**config.mk**
```make
export PLATFORM = sky130hd
export DESIGN_NAME = apb_mem_slave_p
export DESIGN_NICKNAME = d
export VERILOG_FILES = /design/src/rtl/apb_mem_slave_p.sv
export SDC_FILE = /design/constraint.sdc
export NUM_CORES = 1
export LEC_CHECK = 0
export CORE_ASPECT_RATIO = 1.2
export CORE_MARGIN = 2
export CORE_UTILIZATION = 45
export DETAILED_ROUTE_END_ITERATION = 6
export GPL_TIMING_DRIVEN = 0
export PLACE_DENSITY = 0.65
export SYNTH_ARGS = -nofsm -noshare
export SYNTH_HDL_FRONTEND = slang
export SYNTH_SLANG_ARGS = --single-unit
```
**constraint.sdc**
```tcl
create_clock -name PCLK -period 3.9 [get_ports PCLK]
set_input_delay 1.17 -clock PCLK [delete_from_list [all_inputs] [get_ports PCLK]]
set_output_delay 1.17 -clock PCLK [all_outputs]
set_load 0.02 [all_outputs]
```
**src/rtl/apb_mem_slave_p.sv**
```systemverilog
// apb_mem_slave_p: parametrised APB memory-mapped slave (DEPTH words of DATA_W bits)
// with programmable wait states and PSLVERR on out-of-range or misaligned accesses.
// Define APB_SLV_PSTRB_EN to add the PSTRB port and byte-lane write strobes.
module apb_mem_slave_p #(
   parameter int ADDR_W      = 32,
   parameter int DATA_W      = 32,
   parameter int DEPTH       = 16,
   parameter int WAIT_STATES = 0
) (
   input  logic              PCLK,
   input  logic              PRESETn,
   input  logic              PSEL,
   input  logic              PENABLE,
   input  logic              PWRITE,
   input  logic [ADDR_W-1:0] PADDR,
   input  logic [DATA_W-1:0] PWDATA,
`ifdef APB_SLV_PSTRB_EN
   input  logic [DATA_W/8-1:0] PSTRB,
`endif
   output logic [DATA_W-1:0] PRDATA,
   output logic              PREADY,
   output logic              PSLVERR
);

   localparam int NB = DATA_W / 8;
   localparam int BL = $clog2(NB);
   localparam int MW = (DEPTH > 1) ? $clog2(DEPTH) : 1;
   localparam logic [ADDR_W-1:0] LOW_MASK = ADDR_W'((1 << BL) - 1);
   localparam logic [ADDR_W-1:0] DEPTH_A  = ADDR_W'(DEPTH);

   localparam logic [1:0] IDLE = 2'd0;
   localparam logic [1:0] WAIT = 2'd1;
   localparam logic [1:0] DONE = 2'd2;

   logic [1:0]        state;
   logic [3:0]        cnt;
   logic              wr_q;
   logic              err_q;
   logic [MW-1:0]     idx_q;
   logic [DATA_W-1:0] wdata_q;
   logic [NB-1:0]     strb_q;
   logic [DATA_W-1:0] mem [DEPTH];

   logic [ADDR_W-1:0] idx_in;
   logic              err_in;
   logic              setup;
   logic [NB-1:0]     strb_in;
   logic              enter_done;
   logic              e_wr;
   logic              e_err;
   logic [MW-1:0]     e_idx;

`ifdef APB_SLV_PSTRB_EN
   assign strb_in = PSTRB;
`else
   assign strb_in = '1;
`endif

   // Setup-cycle decode, and the transfer attributes used when entering DONE.
   // With zero wait states DONE is entered straight from IDLE, so the live bus is used.
   always_comb begin
      idx_in     = PADDR >> BL;
      err_in     = (idx_in >= DEPTH_A) | ((PADDR & LOW_MASK) != '0);
      setup      = PSEL & ~PENABLE;
      enter_done = 1'b0;
      e_wr       = wr_q;
      e_err      = err_q;
      e_idx      = idx_q;
      if (state == IDLE) begin
         enter_done = setup && (WAIT_STATES == 0);
         e_wr       = PWRITE;
         e_err      = err_in;
         e_idx      = idx_in[MW-1:0];
      end else if (state == WAIT) begin
         enter_done = PSEL && (cnt == 4'd1);
      end
   end

   // Transfer FSM, latched request and registered APB response outputs.
   always_ff @(posedge PCLK or negedge PRESETn) begin
      if (!PRESETn) begin
         state   <= IDLE;
         cnt     <= '0;
         wr_q    <= 1'b0;
         err_q   <= 1'b0;
         idx_q   <= '0;
         wdata_q <= '0;
         strb_q  <= '0;
         PRDATA  <= '0;
         PREADY  <= 1'b0;
         PSLVERR <= 1'b0;
      end else begin
         case (state)
            IDLE: begin
               if (setup) begin
                  wr_q    <= PWRITE;
                  err_q   <= err_in;
                  idx_q   <= idx_in[MW-1:0];
                  wdata_q <= PWDATA;
                  strb_q  <= strb_in;
                  if (WAIT_STATES == 0) begin
                     state <= DONE;
                  end else begin
                     state <= WAIT;
                     cnt   <= 4'(WAIT_STATES);
                  end
               end
            end
            WAIT: begin
               if (!PSEL) begin
                  state <= IDLE;
                  cnt   <= '0;
               end else begin
                  cnt <= cnt - 4'd1;
                  if (cnt == 4'd1) state <= DONE;
               end
            end
            DONE:    state <= IDLE;
            default: state <= IDLE;
         endcase
         PREADY  <= enter_done;
         PSLVERR <= enter_done & e_err;
         if (enter_done) begin
            if (e_err)      PRDATA <= '0;
            else if (!e_wr) PRDATA <= mem[e_idx];
         end
      end
   end

   // Memory array: cleared by reset, written on the DONE exit edge of a good write.
   always_ff @(posedge PCLK or negedge PRESETn) begin
      if (!PRESETn) begin
         for (int unsigned i = 0; i < DEPTH; i++) mem[i] <= '0;
      end else if ((state == DONE) && wr_q && !err_q) begin
         for (int unsigned b = 0; b < NB; b++) begin
            if (strb_q[b]) mem[idx_q][b*8 +: 8] <= wdata_q[b*8 +: 8];
         end
      end
   end

endmodule

```
==> results.cfg, run 1 <==
[outcome]
outcome = completed

[global_route]
grt_pass1_vias = 17197
grt_first_pass_wirelength_um = 114000
grt_usage_pct = 26.2
grt.overflow.total = 0
antenna_found_initial = 0
grt_max_degree = 132

[clock_tree]
clkTransAtPathRegs_ns = 0.06
cts-htree-levels = 2
clk_path_buf_depth = 3
cts_tree = yes
cts_made_buffers = 60
insertion_delay_ns = 0.64
ctsRootBufferMaster = clkbuf_16
cts.sinks = 586

[synthesis]
syn_area_per_cell_um2 = 14.2
synth_top_area_cell = dfrtp_1
yosysSeqAreaShare_pct = 56.5
syn_nets = 1897
synth_seq_cells = 586
yosysWarnings = 0
syn-cell-area_um2 = 25900
synth_area_leaders = dfrtp_1 (57%), mux2_2 (24%), mux4_2 (5.4%)
synth.distinct_cells = 39
netlist.area_leader.share_pct = 56.5
synth_cells = 1828

[cells_and_area]
n_fill_cell = 4746
layout_common_cells = dfrtp_1 (586), mux2_2 (553), nand2_1 (132), clkdlybuf4s50_1 (101), clkbuf_1 (93)
final_layout_size_suffix_gt1_share_pct = 38.3
final_common_cell = dfrtp_1
fin_nets = 2064
area.growth.synth_to_final_pct = 15.9
instances_no_fill = 2781

[power]
combPwrFrac_pct = 9.0
powerDensity_nw_per_um2 = 452
p_clk_share_pct = 44.1
p_leak_nw = 14.1
p_switching_mw = 3.51
ir_worst_vdd_mv = 0.361
cell_internal_pwr_mw = 10.1
swShare_pct = 25.8
seqPwrFrac_pct = 46.9

[route]
via_count = 16734
wl_per_cell_um = 27.7
vias_per_cell = 6.02
postRouteWirelength_um = 77000
drt-pass1-iter-count = 6
route.detailed.drc = 0
drt-initial-drc-count = 1376
ant_nets = 0

[setup_path]
r2r_cells = 7
slowest_delay_ns = 0.79
critPathCaptureType = flip-flop
worstPathRequired_ns = 4.36
criticalPathCategory = primary input to flip-flop
cp_slowest_cell = clkbuf_1
crit_fanout = 10
cp.arrival_ns = 4.28
startpoint = PADDR[4]
r2r-start = idx_q[1]
crit_top_cell = clkbuf_1
worstPathCellList = clkdlybuf4s50_1, mux2i_2, nand2_1, clkbuf_1, clkbuf_1, a21oi_1, a2111oi_1, o32ai_1
start_kind = primary input

[timing]
slew_viol_final = 0
timing.setup.tns_ns = 0
slew_headroom_pct = 19.5
holdWs_ns = 0.490
post-route-period-util_pct = 98.0
hold_violations = 0
skew_ns = 0.0195
min_period_ns = 3.82
rsz0062_at_grt = false
finalWorstSetupSlack_ns = 0.0792
setup_viol = 0
max_freq_mhz = 262
worst_pin_slew_ns = 1.17

[floorplanning]
io_pins = 103
die-area_um2 = 59600
rows = 96
core_um2 = 57100
die_h_um = 267
die_w_um = 223
start_util_pct = 45.5

[placed_design]
post-place-ws_ns = -0.613
port_buffers = 102
dp.cells = 2669
dpl.hpwl_um = 49600
place_congestion = 0.859

[job]
maxCapViolations = 0

[worst_hold_path]
hp-start = strb_q[0]
holdCritPathClass = flip-flop to flip-flop
holdPathStages = 1
## metal layers
| metal | wire length, um | vias to the layer above | share of wire, % | track usage (%) |
|---|---|---|---|---|
| met5 | 0 | - | 0 | 0 |
| met4 | 3160 | 0 | 4.1 | 11.0 |
| met3 | 4290 | 157 | 5.6 | 3.96 |
| met2 | 37900 | 591 | 49 | 43.8 |
| met1 | 31600 | 8975 | 41 | 34.3 |
| li1 | - | 7011 | - | - |
## cell type report
type / count / area [um^2] / share of cell area [%]
flip-flops and latches: 586 / 14700 / 48.8
multi-input cells: 1056 / 10500 / 34.8
clock buffers: 89 / 1790 / 5.95
repair buffers: 106 / 1140 / 3.78
well taps: 735 / 920 / 3.06
plain buffers: 153 / 701 / 2.33
clock inverters: 23 / 279 / 0.928
inverters: 32 / 120 / 0.399
diodes: 1 / 2.50 / 0.00832
## power groups by stage
stage,Combinational [mW],Clock [mW],Sequential [mW]
finish,1.23,6.00,6.37
global route,1.31,6.32,6.39
global placement,1.18,0,6.49
CTS,1.23,6.06,6.37
detailed placement,1.22,0,6.48
floorplan,0.622,0,6.41
## through the flow
step	total power, mW	util [%]	area (um^2)
final	13.6	52.7	30100
after detailed placement	7.70	49.1	28000
after global placement	7.67	48.9	27900
after floorplan	7.03	-	25900
after global routing	14.0	52.7	30100
after CTS	13.7	52.7	30100
## final timing paths
kind | end | slack, ns
min in group asynchronous | mem[85] | 0.65
worst max-delay path | PRDATA[16] | 0.08
worst min register to register | strb_q[0] | 0.49
worst max register to register | PRDATA[14] | 0.43
worst min-delay path | strb_q[0] | 0.49
max in group asynchronous | wdata_q[17] | 1.52
## logic make-up (layout without fill, tap and decap cells)
family	after synthesis	in the layout	synth area share, %
DFF	586	586	56.5
AOI/OAI and AO/OA	194	194	5.18
and+or+nand+nor	173	173	2.83
buffers and inverters	186	403	3.18
other	0	1	0
muxes	689	689	32.3
## synth_stat cells (all sizes together)
| library cell | n |
|---|---|
| dfrtp | 586 |
| mux2 | 559 |
| nand2 | 132 |
| a21oi | 87 |
| clkbuf | 83 |
| buf | 71 |
| mux2i | 68 |
| mux4 | 62 |
| inv | 32 |
| a2111oi | 31 |
| o32ai | 31 |
| o221ai | 25 |
| nor2 | 11 |
| o22ai | 9 |
| a211oi | 8 |
| nand2b | 6 |
| nor4 | 6 |
| nor3 | 4 |
| or4 | 3 |
| nor2b | 2 |
| nor3b | 2 |
| a211o | 1 |
| a21boi | 1 |
| and2 | 1 |
| and3 | 1 |
| and4b | 1 |
| nand3 | 1 |
| nand3b | 1 |
| nand4 | 1 |
| o21ai | 1 |
| or2 | 1 |
## state kept, by name (all words and copies together), names as in the netlist
| signal | count |
|---|---|
| PRDATA | 32 |
| idx_q | 4 |
| PSLVERR | 1 |
| PREADY | 1 |
| mem | 512 |
| state | 1 |
| wdata_q | 32 |
| wr_q | 1 |
| strb_q | 1 |
| err_q | 1 |
## repair_timing
item / CTS / global route
hold buffers: 0 / 0
setup endpoints to repair: 0 / 17
setup buffers: 0 / 0
resized for setup: 0 / 1
## worst max-delay path: cells and delay by family
family	cells	cell delay [ns]
AOI/OAI and AO/OA	3	0.87
buffers and inverters	3	1.77
muxes	1	0.29
and+or+nand+nor	1	0.16
Power figures use the tool's default switching activity.
==> run 2: changes to the inputs <==
==> constraint.sdc (replaced) <==
create_clock -name PCLK -period 3.9 [get_ports PCLK]
set_input_delay 0.78 -clock PCLK [delete_from_list [all_inputs] [get_ports PCLK]]
set_output_delay 0.78 -clock PCLK [all_outputs]
set_load 0.02 [all_outputs]
==> results.cfg, run 2 (same netlist as run 1, synthesis figures left out) <==
[timing]
timing.setup.tns_ns = 0
skew_ns = 0.0176
post-route-period-util_pct = 90.7
max_freq_mhz = 283
hold_violations = 0
finalWorstSetupSlack_ns = 0.362
min_period_ns = 3.54
setup_viol = 0
slew_headroom_pct = 10.6
holdWs_ns = 0.253
rsz0062_at_grt = false
worst_pin_slew_ns = 1.30
slew_viol_final = 0

[clock_tree]
clkTransAtPathRegs_ns = 0.06
clk_path_buf_depth = 3
holdBufCountCts = 0
ctsRootBufferMaster = clkbuf_16
post-cts-setup-buffers = 0
cts_tree = yes
cts.sinks = 586
cts_resized = 0
insertion_delay_ns = 0.64
cts-htree-levels = 2
cts_made_buffers = 60

[global_route]
grt_usage_pct = 26.2
grt_pass1_vias = 17197
antenna_found_initial = 0
grt_first_pass_wirelength_um = 114000
grt.overflow.total = 0
grt_max_degree = 132

[setup_path]
worstPathRequired_ns = 4.36
cp.arrival_ns = 3.99
critPathCaptureType = flip-flop
criticalPathCategory = primary input to flip-flop
crit_fanout = 10
start_kind = primary input

[cells_and_area]
n_fill_cell = 4745
area.growth.synth_to_final_pct = 15.9
fin_util_pct = 52.7
largestRegisters = mem (512), PRDATA (32), wdata_q (32)
final_common_cell = dfrtp_1
stdcell_area_um2 = 30100
largest_register_ffs = 512
layout_common_cells = dfrtp_1 (586), mux2_2 (553), nand2_1 (132), clkdlybuf4s50_1 (101), clkbuf_1 (94)
fin_nets = 2065
instances_no_fill = 2782
largest-register = mem
final_layout_size_suffix_gt1_share_pct = 38.2

[route]
drt-pass1-iter-count = 5
via_count = 16632
maxUsedRoutingLayer = met4
wl_per_cell_um = 27.6
postRouteWirelength_um = 76800
wl_met1_um = 31200
vias_per_cell = 5.98
route.detailed.drc = 0
ant_nets = 0
drt-initial-drc-count = 1427
met3_length_um = 4510
routed-wl-met2_um = 37800

[floorplanning]
rows = 96
die_w_um = 223
core_um2 = 57100
die-area_um2 = 59600
start_util_pct = 45.5
io_pins = 103
die_h_um = 267

[placed_design]
dpl.hpwl_um = 49600
post-place-ws_ns = -0.223
dpl_cell_area_um2 = 28000
dp.cells = 2669
port_buffers = 102
place_congestion = 0.859

[job]
maxCapViolations = 0

[outcome]
outcome = completed

[power]
ir_worst_vdd_mv = 0.361
finalPower_mw = 13.6
powerDensity_nw_per_um2 = 452
p_leak_nw = 14.1

[worst_hold_path]
holdCritPathClass = primary input to asynchronous set/reset pin
==> run 2: path summary, 6_finish.rpt <==
path | from | end | slack [ns] | depth (start not counted)
min | PRESETn | mem[85] | 0.25 | 1
min reg2reg | strb_q[0] | strb_q[0] | 0.48 | 1
max reg2reg | state[1] | PRDATA[23] | 0.43 | 8
min in group PCLK | strb_q[0] | strb_q[0] | 0.48 | 1
max in group asynchronous | PRESETn | mem[14] | 1.91 | 3
max | PADDR[4] | PRDATA[16] | 0.36 | 8
==> run 2: final cells by class <==
cell class	count	area, um^2	share of cell area (%)
plain buffers	154	704	2.34
flip-flops and latches	586	14700	48.8
well taps	735	920	3.06
clock buffers	89	1790	5.95
multi-input cells	1056	10500	34.8
diodes	1	2.50	0.00832
repair buffers	106	1140	3.78
clock inverters	23	279	0.928
inverters	32	120	0.399
==> run 2: where the power goes <==
group / internal (mW) / total [mW] / switching, mW
clock: 3.50 / 5.99 / 2.49
sequential: 6.20 / 6.37 / 0.172
combinational: 0.385 / 1.23 / 0.843
total: 10.1 / 13.6 / 3.50
==> run 2: per-layer routing <==
metal  track usage, %  vias to the layer above
met4             11.0                        0
met3             3.96                      179
met5                0                        -
li1                 -                     7015
met1             34.3                     8824
met2             43.8                      614
==> run 2: worst max-delay path: stages <==
cell and delay, ns:
clkdlybuf4s50_1 0.54, mux2i_1 0.42, nand2_1 0.20, clkbuf_1 0.43
clkbuf_1 0.79, a21oi_1 0.10, a2111oi_1 0.56, o32ai_1 0.16
